[config.mk]
export PLATFORM = sky130hd
export DESIGN_NAME = regfile_sync_clear
export DESIGN_NICKNAME = d
export VERILOG_FILES = /design/src/rtl/regfile_sync_clear.sv
export SDC_FILE = /design/constraint.sdc
export NUM_CORES = 1
export LEC_CHECK = 0
export CAP_MARGIN = 20
export CORE_MARGIN = 2
export CORE_UTILIZATION = 45
export DETAILED_ROUTE_END_ITERATION = 8
export PLACE_DENSITY = 0.65
export RECOVER_POWER = 25
export REMOVE_ABC_BUFFERS = 1
export SLEW_MARGIN = 30
export SYNTH_ARGS = -nofsm -noshare
export SYNTH_HDL_FRONTEND = slang
export SYNTH_SLANG_ARGS = --single-unit
[constraint.sdc]
create_clock -name clk -period 6.2 [get_ports clk]
set_input_delay 0.62 -clock clk [delete_from_list [all_inputs] [get_ports clk]]
set_output_delay 0.62 -clock clk [all_outputs]
set_load 0.01 [all_outputs]
[src/rtl/regfile_sync_clear.sv]
// Two-read/one-write register file with registered write-first reads, per-entry
// dirty tracking and a sequential clear sweep. Define REGFILE_ZERO_REG_EN to hardwire entry 0 to zero.
module regfile_sync_clear #(
    parameter  int DATA_W = 8,
    parameter  int ADDR_W = 3,
    localparam int DEPTH  = 2**ADDR_W
) (
    input  logic              clk,
    input  logic              rst,
    input  logic [ADDR_W-1:0] read_addr1,
    input  logic [ADDR_W-1:0] read_addr2,
    input  logic              write_en,
    input  logic [ADDR_W-1:0] write_addr,
    input  logic [DATA_W-1:0] write_data,
    input  logic              clear_req,
    output logic [DATA_W-1:0] read_data1,
    output logic [DATA_W-1:0] read_data2,
    output logic              busy,
    output logic [DEPTH-1:0]  dirty
);

`ifdef REGFILE_ZERO_REG_EN
    localparam bit ZERO_REG = 1'b1;
`else
    localparam bit ZERO_REG = 1'b0;
`endif

    typedef enum logic {S_IDLE, S_CLEAR} state_t;

    state_t              r_state;
    state_t              w_state_next;
    logic [ADDR_W-1:0]   r_cnt;
    logic [ADDR_W-1:0]   w_cnt_next;

    logic [DATA_W-1:0]   r_mem      [DEPTH];
    logic [DATA_W-1:0]   w_mem_next [DEPTH];
    logic [DEPTH-1:0]    r_dirty;
    logic [DEPTH-1:0]    w_dirty_next;

    logic                w_busy;
    logic                w_wr_accept;

    // FSM state register
    always_ff @(posedge clk) begin
        if (rst) begin
            r_state <= S_IDLE;
            r_cnt   <= '0;
        end else begin
            r_state <= w_state_next;
            r_cnt   <= w_cnt_next;
        end
    end

    // FSM next state
    always_comb begin
        w_state_next = r_state;
        w_cnt_next   = r_cnt;
        case (r_state)
            S_IDLE: begin
                if (clear_req) begin
                    w_state_next = S_CLEAR;
                    w_cnt_next   = '0;
                end
            end
            S_CLEAR: begin
                if (r_cnt == ADDR_W'(DEPTH - 1)) begin
                    w_state_next = S_IDLE;
                    w_cnt_next   = '0;
                end else begin
                    w_cnt_next = r_cnt + 1'b1;
                end
            end
            default: begin
                w_state_next = S_IDLE;
                w_cnt_next   = '0;
            end
        endcase
    end

    // FSM outputs: a write only lands in IDLE, loses to a same-edge clear, and never touches a hardwired entry 0
    always_comb begin
        w_busy      = (r_state == S_CLEAR);
        w_wr_accept = (r_state == S_IDLE) && write_en && !clear_req
                      && !(ZERO_REG && (write_addr == '0));
    end

    assign busy  = w_busy;
    assign dirty = r_dirty;

    generate
        for (genvar gi = 0; gi < DEPTH; gi++) begin : g_entry
            if (ZERO_REG && gi == 0) begin : g_zero
                assign w_mem_next[gi]   = '0;
                assign w_dirty_next[gi] = 1'b0;
            end else begin : g_reg
                logic w_clr_hit;
                logic w_wr_hit;
                assign w_clr_hit = w_busy && (r_cnt == ADDR_W'(gi));
                assign w_wr_hit  = w_wr_accept && (write_addr == ADDR_W'(gi));
                assign w_mem_next[gi]   = w_clr_hit ? '0 :
                                          w_wr_hit  ? write_data : r_mem[gi];
                assign w_dirty_next[gi] = w_clr_hit ? 1'b0 :
                                          w_wr_hit  ? 1'b1 : r_dirty[gi];
            end
        end
    endgenerate

    always_ff @(posedge clk) begin
        if (rst) begin
            for (int i = 0; i < DEPTH; i++) begin
                r_mem[i] <= '0;
            end
            r_dirty <= '0;
        end else begin
            for (int i = 0; i < DEPTH; i++) begin
                r_mem[i] <= w_mem_next[i];
            end
            r_dirty <= w_dirty_next;
        end
    end

    logic [ADDR_W-1:0] w_raddr [2];
    logic [DATA_W-1:0] r_rdata [2];

    assign w_raddr[0] = read_addr1;
    assign w_raddr[1] = read_addr2;

    // Read ports: zero during a sweep, otherwise write-first bypass over the array
    generate
        for (genvar gi = 0; gi < 2; gi++) begin : g_rport
            logic w_byp;
            logic w_zero;
            assign w_byp  = w_wr_accept && (write_addr == w_raddr[gi]);
            assign w_zero = ZERO_REG && (w_raddr[gi] == '0);

            always_ff @(posedge clk) begin
                if (rst) begin
                    r_rdata[gi] <= '0;
                end else if (w_busy || w_zero) begin
                    r_rdata[gi] <= '0;
                end else if (w_byp) begin
                    r_rdata[gi] <= write_data;
                end else begin
                    r_rdata[gi] <= r_mem[w_raddr[gi]];
                end
            end
        end
    endgenerate

    assign read_data1 = r_rdata[0];
    assign read_data2 = r_rdata[1];

endmodule

==> flow_summary.json <==
{
  "timing.final.max_slew_violations": 0,
  "max_cap_violations": 0,
  "grt_max_degree": 21,
  "synth_top_flop_cell": "edfxtp_1",
  "yosysWarningCount": 0,
  "clk_pin_slew_ns": 0.08,
  "finalSetupTns_ns": 0,
  "p_per_area_nw_per_um2": 241.7,
  "hp-class": "flop to flop",
  "worstPathArrival_ns": 2.75,
  "fp.dieH_um": 107.5,
  "cts_resized": 0,
  "start_kind": "input port",
  "die_x_um": 107.5,
  "async_flop_share": 0,
  "die_area_um2": 11550,
  "final.setup.worst_slack_ns": 3.514,
  "dr.pass1.iters": 4,
  "leakagePower_nw": 2.065,
  "slew_headroom": 0.3737,
  "path_class": "input port to flop",
  "min_period_over_period": 0.4333,
  "max_freq_mhz": 372.3,
  "vias_per_cell": 5.522,
  "pre_cts_ws_ns": 3.020,
  "drcViolationCount": 0,
  "port_buffers": 45,
  "layout_commonest_cell": "edfxtp_1",
  "swShare": 0.2294,
  "finalHoldViolCount": 0,
  "final_layout_size_suffix_gt1_frac": 0.1509,
  "cts_setup_buffers": 0,
  "antennaDiodeCount": 0,
  "cts_made_buffers": 9,
  "ys_types": 41,
  "p_switching_w": 0.0003124,
  "cts.hold.buffers_added": 0,
  "drtIter0Drc": 145,
  "fillers": 891,
  "start_util": 0.4646,
  "core-area_um2": 10370,
  "seq_area_um2": 2643,
  "setup_viol": 0,
  "status": "finished, final reports clean",
  "syn2layout_area_growth_pct": 16.93,
  "dp_hpwl_um": 7851,
  "period_needed_ns": 2.686,
  "startpoint": "read_addr2[1]",
  "ir_worst_vdd_mv": 0.1412,
  "tritoncts": "built",
  "worst_pin_slew_ns": 0.9293,
  "clock_path_buffers": 2,
  "grt-ovfl-total": 0,
  "comb_power_share": 0.123,
  "netlist_instances": 332,
  "seqPwrFrac": 0.531,
  "rsz0062_at_grt": "false",
  "p_int_w": 0.001049,
  "end_kind": "flop",
  "syn_avg_cell_area_um2": 14.51,
  "htree_levels": 3,
  "multiInputGateArea_um2": 2079,
  "ant_nets": 0,
  "grt_pass1_wl_um": 17050,
  "place.gp.congestion": 0.8171,
  "io_pins": 46,
  "synth_edf_count": 80,
  "antenna_found_initial": 0,
  "worst_ep_required_time_ns": 6.26,
  "worstSkewPairLatency_ns": 0.37,
  "rows": 37,
  "clock-sinks": 92,
  "final_cell_mix": "edfxtp_1 (80), and2_1 (63), mux4_2 (32), dlygate4sd3_1 (26), clkdlybuf4s50_1 (18)",
  "grt_pass1_vias": 3063,
  "r2r-start": "busy$_SDFF_PP0_",
  "vias": 2910,
  "worstHoldStart": "dirty[2]$_SDFFE_PP0P_",
  "cp_max_fo": 9,
  "grt_use_total": 0.2056,
  "nets": 414,
  "fin_skew_ns": 0.007072,
  "clock-root-buffer": "clkbuf_8",
  "yosysSeqAreaShare": 0.5484,
  "synth.cell_area_um2": 4818,
  "holdWs_ns": 0.4680,
  "wl_per_cell_um": 20.83,
  "clockPowerShare": 0.346,
  "ys_ff_latch": 92,
  "drt_wl_total_um": 10980
}
power by group through the flow:
stage / Clock, W / Sequential, W / Combinational (W)
2_1_floorplan: 0 / 0.000735 / 0.0000878
3_3_place_gp: 0 / 0.000737 / 0.000168
3_5_place_dp: 0 / 0.000738 / 0.000172
4_1_cts: 0.000478 / 0.000724 / 0.000173
5_1_grt: 0.000501 / 0.000727 / 0.000181
6_report: 0.000472 / 0.000723 / 0.000167
path summary, 6_finish.rpt:
path	slack [ns]	depth (start not counted)	endpoint
worst max-delay path	3.51	4	r_rdata[1][4]$_SDFFCE_PN0P_
worst min-delay path	0.47	1	dirty[2]$_SDFFE_PP0P_
worst max register to register	3.90	2	r_mem[1][2]$_SDFFCE_PP0P_
worst min register to register	0.47	1	dirty[2]$_SDFFE_PP0P_
kinds of logic after synthesis:
kind of cell,Yosys count,share of synthesized area
AOI/OAI and AO/OA,48,0.07686
xor gates and xnor gates,6,0.01091
adders and majority gates,6,0.01558
buffers and inverters,31,0.03168
DFF,92,0.5484
muxes,48,0.1828
other,1,0.0007783
and+or+nand+nor,100,0.1329
area by class of cell:
| cell class | instances | area share |
|---|---|---|
| Inverter | 11 | 0.007328 |
| Tap cell | 136 | 0.03020 |
| Sequential cell | 92 | 0.4690 |
| Timing Repair Buffer | 49 | 0.08372 |
| Multi-Input combinational cell | 224 | 0.3691 |
| Clock inverter | 5 | 0.01799 |
| Clock buffer | 10 | 0.02265 |
sequential cells by signal, summed over array words and instances (netlist names):
| name | flops |
|---|---|
| dirty | 8 |
| r_cnt | 3 |
| r_rdata | 16 |
| busy | 1 |
| r_mem | 64 |
critical path, cell delays in order:
cell	delay (ns)
clkdlybuf4s50_1	0.85
xor2_1	0.18
o41ai_2	0.88
o22ai_1	0.21
layer usage:
| layer | vias up | global-route usage | share of wire |
|---|---|---|---|
| met2 | 84 | 0.3608 | 0.52 |
| met4 | 0 | 0.08425 | 0.024 |
| met1 | 1446 | 0.2556 | 0.42 |
| met3 | 21 | 0.02906 | 0.041 |
| met5 | - | 0 | 0 |
| li1 | 1359 | - | - |
stage by stage:
stage	instances	area, um2	utilization	total power, W
6_report	527	5634	0.5433	0.001362
5_1_grt	527	5634	0.5433	0.001409
4_1_cts	527	5643	0.5442	0.001375
3_5_place_dp	512	5414	0.5221	0.0009100
3_3_place_gp	512	5414	0.5221	0.0009049
2_1_floorplan	327	4763	-	0.0008227
cell usage after synthesis (2+ instances only):
| cell type | number | area (um2) |
|---|---|---|
| edfxtp_1 | 80 | 2402 |
| and2_1 | 64 | 400.4 |
| mux4_2 | 32 | 720.7 |
| mux2i_1 | 16 | 160.2 |
| o22ai_1 | 16 | 100.1 |
| nor2_1 | 13 | 48.80 |
| dfxtp_1 | 12 | 240.2 |
| buf_2 | 11 | 55.05 |
| inv_1 | 11 | 41.29 |
| o21ai_0 | 8 | 40.04 |
| a21oi_1 | 7 | 35.03 |
| ha_1 | 6 | 75.07 |
| o21a_1 | 6 | 45.04 |
| clkbuf_1 | 5 | 18.77 |
| a31oi_1 | 4 | 25.02 |
| nor2b_1 | 4 | 25.02 |
| a2111oi_4 | 3 | 82.58 |
| xnor2_1 | 3 | 26.28 |
| xor2_1 | 3 | 26.28 |
| buf_4 | 2 | 15.01 |
| buf_6 | 2 | 22.52 |
| nand2b_1 | 2 | 12.51 |
| nand3b_1 | 2 | 15.01 |
| nor3b_1 | 2 | 15.01 |
| nor3b_2 | 2 | 25.02 |
No activity file was read; power rests on OpenSTA's default activity.
==> RTL edit 1 (same settings) <==
The localparam `ZERO_REG` goes from 1'b0 to 1'b1.
--- a/src/rtl/regfile_sync_clear.sv
+++ b/src/rtl/regfile_sync_clear.sv
@@ -22,7 +22,7 @@
 `ifdef REGFILE_ZERO_REG_EN
     localparam bit ZERO_REG = 1'b1;
 `else
-    localparam bit ZERO_REG = 1'b0;
+    localparam bit ZERO_REG = 1'b1;
 `endif
 
     typedef enum logic {S_IDLE, S_CLEAR} state_t;
Check against the original RTL: not equivalent (a bounded check fails within 4 cycles, from zero or initial values and one cycle with rst high).
==> RTL edit 1 against the unedited design <==
  * Sequential power is 10% lower
  * Worst setup slack worse by 0.38 ns
  * First-iteration DRC count is 17% higher
  * Critical path depth stayed put
  * Synthesized area is 9.0% lower
  * Global-route usage is 1.1 points higher
  * Wire length is 3.3% lower
  * Non-clock buffer count is 2 lower
  * Synthesized cell count is 4.2% higher
  * Count of clock-buffer cells in the layout stayed put
  * Design area is 8.4% lower
  * Sequential cell count is 9 lower
  * Power is 7.6% lower
==> RTL edit 1: results (changes against the unedited design) <==
* Gr usage total at 21.6% (+1.1 points)
* Async set-reset flop share out of synthesis at 0% (unchanged)
* Status: finished clean
* Synthesized instance count at 346 (+4.2%)
* Root buf cell: clkbuf_8
* PortBufs at 44 (-2.2%)
* Clk_skew at 0.00676 ns (-0.000312 ns)
* Max FFs per register at 56 (-13%)
* CTS Buffer Depth at 2 (unchanged)
* Resize count post-CTS at 0 (unchanged)
* First-pass GRT wire length at 16.3 mm (-4.2%)
* Cell total after placement at 520 (+1.6%)
* Most flops, register: r_mem
* Antenna cells at 0 (unchanged)
* Crit path max fanout at 10 (+1)
* Netlist cell types at 47 (+15%)
* Post-CTS setup buffer count at 0 (unchanged)
* ANT nets after route at 0 (unchanged)
* Slew headroom at 7.32% (-30 points)
* Peak VDD IR at 0.125 mV (-12%)
* Top post-synthesis cells by area: edfxtp_1, and2_1, dfxtp_1
* Drt first pass iters at 4 (unchanged)
* H-tree level count at 3 (unchanged)
* DP Wirelength at 7.32 mm (-6.8%)
* Fraction of layout cells with a size suffix above 1 at 12.9% (-2.2 points)
* Setup tns final at 0 ns (unchanged)
* YS warnings at 0 (unchanged)
* EDFF count, synth at 72 (-10%)
* Arr. time, crit path at 3.08 ns (+0.33 ns)
* FILL cells at 846 (-5.1%)
* Vias in the first global route at 2,959 (-3.4%)
* Post-Route WL at 10.6 mm (-3.3%)
* Initial DRC Count at 170 (+17%)
* Hold Path Class: register to register
* Worst skew pair latency at 0.35 ns (-0.02 ns)
* GPL Wtd Cong at 0.793 (-2.9%)
* Nets at 425 (+2.7%)
* Final Non-Filler Cells at 536 (+1.7%)
* Post-synth top cells: edfxtp_1, and2_1, mux2_2, mux2i_1, nand2_1
* Vias per inst at 5.59 (+1.3%)
* Initial antenna violation count at 0 (unchanged)
* Post-synthesis sequential area ratio at 54.4% (-0.49 points)
* CTS Buf Count at 9 (unchanged)
* Worst-path clk slew at 0.08 ns (about the same)
* Largest net degree at the start of global routing at 20 (-4.8%)
* Leakage at 1.96 nW (-5.2%)
-- RTL edit 1: cell count changes after synthesis, moves of 8 or more --
cell,delta
nand2_1,+13
o2bb2ai_1,+8
and3_1,+10
edfxtp_1,-8
a22o_1,+8
mux4_2,-23
mux2_2,+15
and2_1,-15
a22oi_1,+8
o22ai_1,-9
-- RTL edit 1: report_power, final --
group | internal [mW] | switching (mW)
combinational | 0.0648 | 0.0843
sequential | 0.635 | 0.0145
clock | 0.265 | 0.195
-- RTL edit 1: cell families (layout without fill, tap and decap cells) --
group | Yosys count | after routing | synth area share, %
adders and majority gates | 6 | 6 | 1.71
DFF | 83 | 83 | 54.4
and+or+nand+nor | 113 | 113 | 15.8
other | 2 | 17 | 0.171
muxes | 39 | 39 | 11.9
buffers and inverters | 27 | 69 | 3.31
xor gates and xnor gates | 6 | 6 | 1.20
AOI/OAI and AO/OA | 70 | 70 | 11.5
-- RTL edit 1: routing by layer --
| layer | wire length, um | GRT usage, % |
|---|---|---|
| met3 | 597 | 3.59 |
| met5 | 0 | 0 |
| met2 | 5180 | 34.4 |
| met1 | 4510 | 28.3 |
| met4 | 333 | 12.1 |
-- RTL edit 1: area by class of cell --
cell class	instances	area share [%]
well taps	133	3.22
clock buffers	10	2.47
multi-input cells	251	37.0
inverters	6	0.436
repair buffers	47	8.68
clock inverters	6	2.01
flip-flops and latches	83	46.2
-- RTL edit 1: through the flow --
step	util, %	hold WS [ns]	setup slack [ns]	instance area [um2]
after global placement	51.6	0.449	2.86	4950
after global routing	53.8	0.500	2.97	5160
after floorplan	-	0.479	4.21	4320
final	53.8	0.467	3.13	5160
after CTS	53.9	0.478	3.02	5170
after detailed placement	51.5	0.452	2.67	4940
-- RTL edit 1: critical path, cell delays in order --
cell           delay [ns]
dlygate4sd3_1        0.74
nand3b_1             0.19
nor4_1               1.07
nand2b_1             0.47
-- RTL edit 1: path summary, 6_finish.rpt --
path / start / to / slack [ns] / depth (start not counted)
worst max-delay path: write_addr[0] / r_mem[1][2] / 3.13 / 4
worst min-delay path: dirty[1] / dirty[1] / 0.47 / 1
worst max register to register: busy / r_mem[1][2] / 3.53 / 3
worst min register to register: dirty[1] / dirty[1] / 0.47 / 1
==> RTL edit 2 (config.mk and constraints unchanged) <==
Without the edit above. Reset style: asynchronous (`rst`), changed in 3 clocked blocks.
--- a/src/rtl/regfile_sync_clear.sv
+++ b/src/rtl/regfile_sync_clear.sv
@@ -41,7 +41,7 @@
     logic                w_wr_accept;
 
     // FSM state register
-    always_ff @(posedge clk) begin
+    always_ff @(posedge clk or posedge rst) begin
         if (rst) begin
             r_state <= S_IDLE;
             r_cnt   <= '0;
@@ -105,7 +105,7 @@
         end
     endgenerate
 
-    always_ff @(posedge clk) begin
+    always_ff @(posedge clk or posedge rst) begin
         if (rst) begin
             for (int i = 0; i < DEPTH; i++) begin
                 r_mem[i] <= '0;
@@ -133,7 +133,7 @@
             assign w_byp  = w_wr_accept && (write_addr == w_raddr[gi]);
             assign w_zero = ZERO_REG && (w_raddr[gi] == '0);
 
-            always_ff @(posedge clk) begin
+            always_ff @(posedge clk or posedge rst) begin
                 if (rst) begin
                     r_rdata[gi] <= '0;
                 end else if (w_busy || w_zero) begin
Behaviour: differs if rst is asserted again (counterexample within 4 cycles, from zero or initial values and one cycle with rst high); with rst held inactive, the same outputs for 4 cycles.
==> RTL edit 2 against the unedited design <==
  * Synthesized cell count rose by 27%
  * Synthesized area is 2.8% lower
  * Non-clock buffer count is 2 higher
  * Worst setup slack improved by 0.055 ns
  * Wire length grew 8.9%
  * Sequential cell count is the same
  * Clock skew is 0.0027 ns higher
  * Design area shrank 4.1%
  * First-iteration DRC count rose by 70%
  * Count of clock-buffer cells in the layout unchanged
  * Sequential share of layout area is 4.3 points lower
  * Final cell count up 13%
  * Critical path type unchanged
  * Highest routed layer unchanged
Power is not compared: it rests on default switching activity, and its combinational part moved more than twofold at a synthesized area within 25%.
==> RTL edit 2: results (changes against the unedited design) <==
* Top post-synthesis cells by area: dfrtp_1, mux4_2, o21ai_0
* Initial DRC Count at 247 (+70%)
* Vias per inst at 5.89 (+6.7%)
* Reg-to-Reg End: read_data1[0]
* Final worst path period need at 2.63 ns (-0.0548 ns)
* Syn Area/Cell at 11.1 um2 (-24%)
* Slew headroom at 7.72% (-30 points)
* Max incr delay on CP at 0.80 ns (-0.08 ns)
* First-pass GRT wire length at 19.7 mm (+16%)
* Worst path slowest cell: clkdlybuf4s50_1
* Post-synthesis sequential area ratio at 49.2% (-5.7 points)
* Post-Route WL at 12.0 mm (+8.9%)
* GPL Wtd Cong at 0.804 (-1.6%)
* RR Startpoint: busy
* WHS at 0.494 ns (+0.0264 ns)
* Met3 global-route usage at 4.17% (+1.3 points)
* FILL cells at 906 (+1.7%)
* Status: finished clean
* Async set-reset flop share out of synthesis at 100% (+100 points)
* Vias in the first global route at 3,444 (+12%)
* Nets at 483 (+17%)
* Via count at 3,516 (+21%)
* Gr usage total at 23.2% (+2.6 points)
* Worst hold endpoint: dirty[3]
* Worst setup path end: read_data2[4]
* Post-Place Setup Slack at 3.21 ns (+0.187 ns)
* Arr. time, crit path at 2.90 ns (+0.15 ns)
* GRT met2 Usage at 37.1% (+0.97 points)
[RTL edit 2: changes by cell type after synthesis, sizes merged, moves of 15 or more]
cell	before	now
dfrtp	0	92
edfxtp	80	0
and2	64	0
o21ai	8	65
nand2	1	55
nand3	0	47
a211oi	0	16
o22ai	16	1
[RTL edit 2: logic make-up (layout without fill, tap and decap cells)]
| logic type | after synthesis | after routing | synth area share, % |
|---|---|---|---|
| fa+ha+maj | 6 | 6 | 1.60 |
| xor+xnor | 6 | 6 | 1.12 |
| simple gates | 134 | 134 | 13.4 |
| mux | 48 | 48 | 18.8 |
| buf+inv | 45 | 84 | 4.73 |
| flops | 92 | 92 | 49.2 |
| compound gates | 91 | 91 | 11.2 |
[RTL edit 2: worst register-to-register path, cell delays in order (launching register included)]
cell      delay [ns]
dfrtp_1         0.39
buf_4           0.25
nor3b_1         0.40
nand4_1         0.67
a211oi_1        0.48
[RTL edit 2: final cells by class]
| class | instances | area [um2] | area share (%) |
|---|---|---|---|
| Clock buffer | 10 | 138 | 2.55 |
| Clock inverter | 6 | 70.1 | 1.30 |
| Inverter | 17 | 65.1 | 1.20 |
| Multi-Input combinational cell | 285 | 2160 | 40.0 |
| Sequential cell | 92 | 2300 | 42.6 |
| Tap cell | 136 | 170 | 3.15 |
| Timing Repair Buffer | 51 | 495 | 9.17 |
[RTL edit 2: power breakdown]
group | total (mW) | switching, mW | internal [mW]
combinational | 0.536 | 0.284 | 0.252
sequential | 0.866 | 0.113 | 0.753
clock | 0.429 | 0.228 | 0.201
[RTL edit 2: per-layer routing]
layer / wire length (um) / part of all wire [%]
met4: 227 / 1.9
met1: 5140 / 43
met3: 643 / 5.4
met2: 5940 / 50
met5: 0 / 0
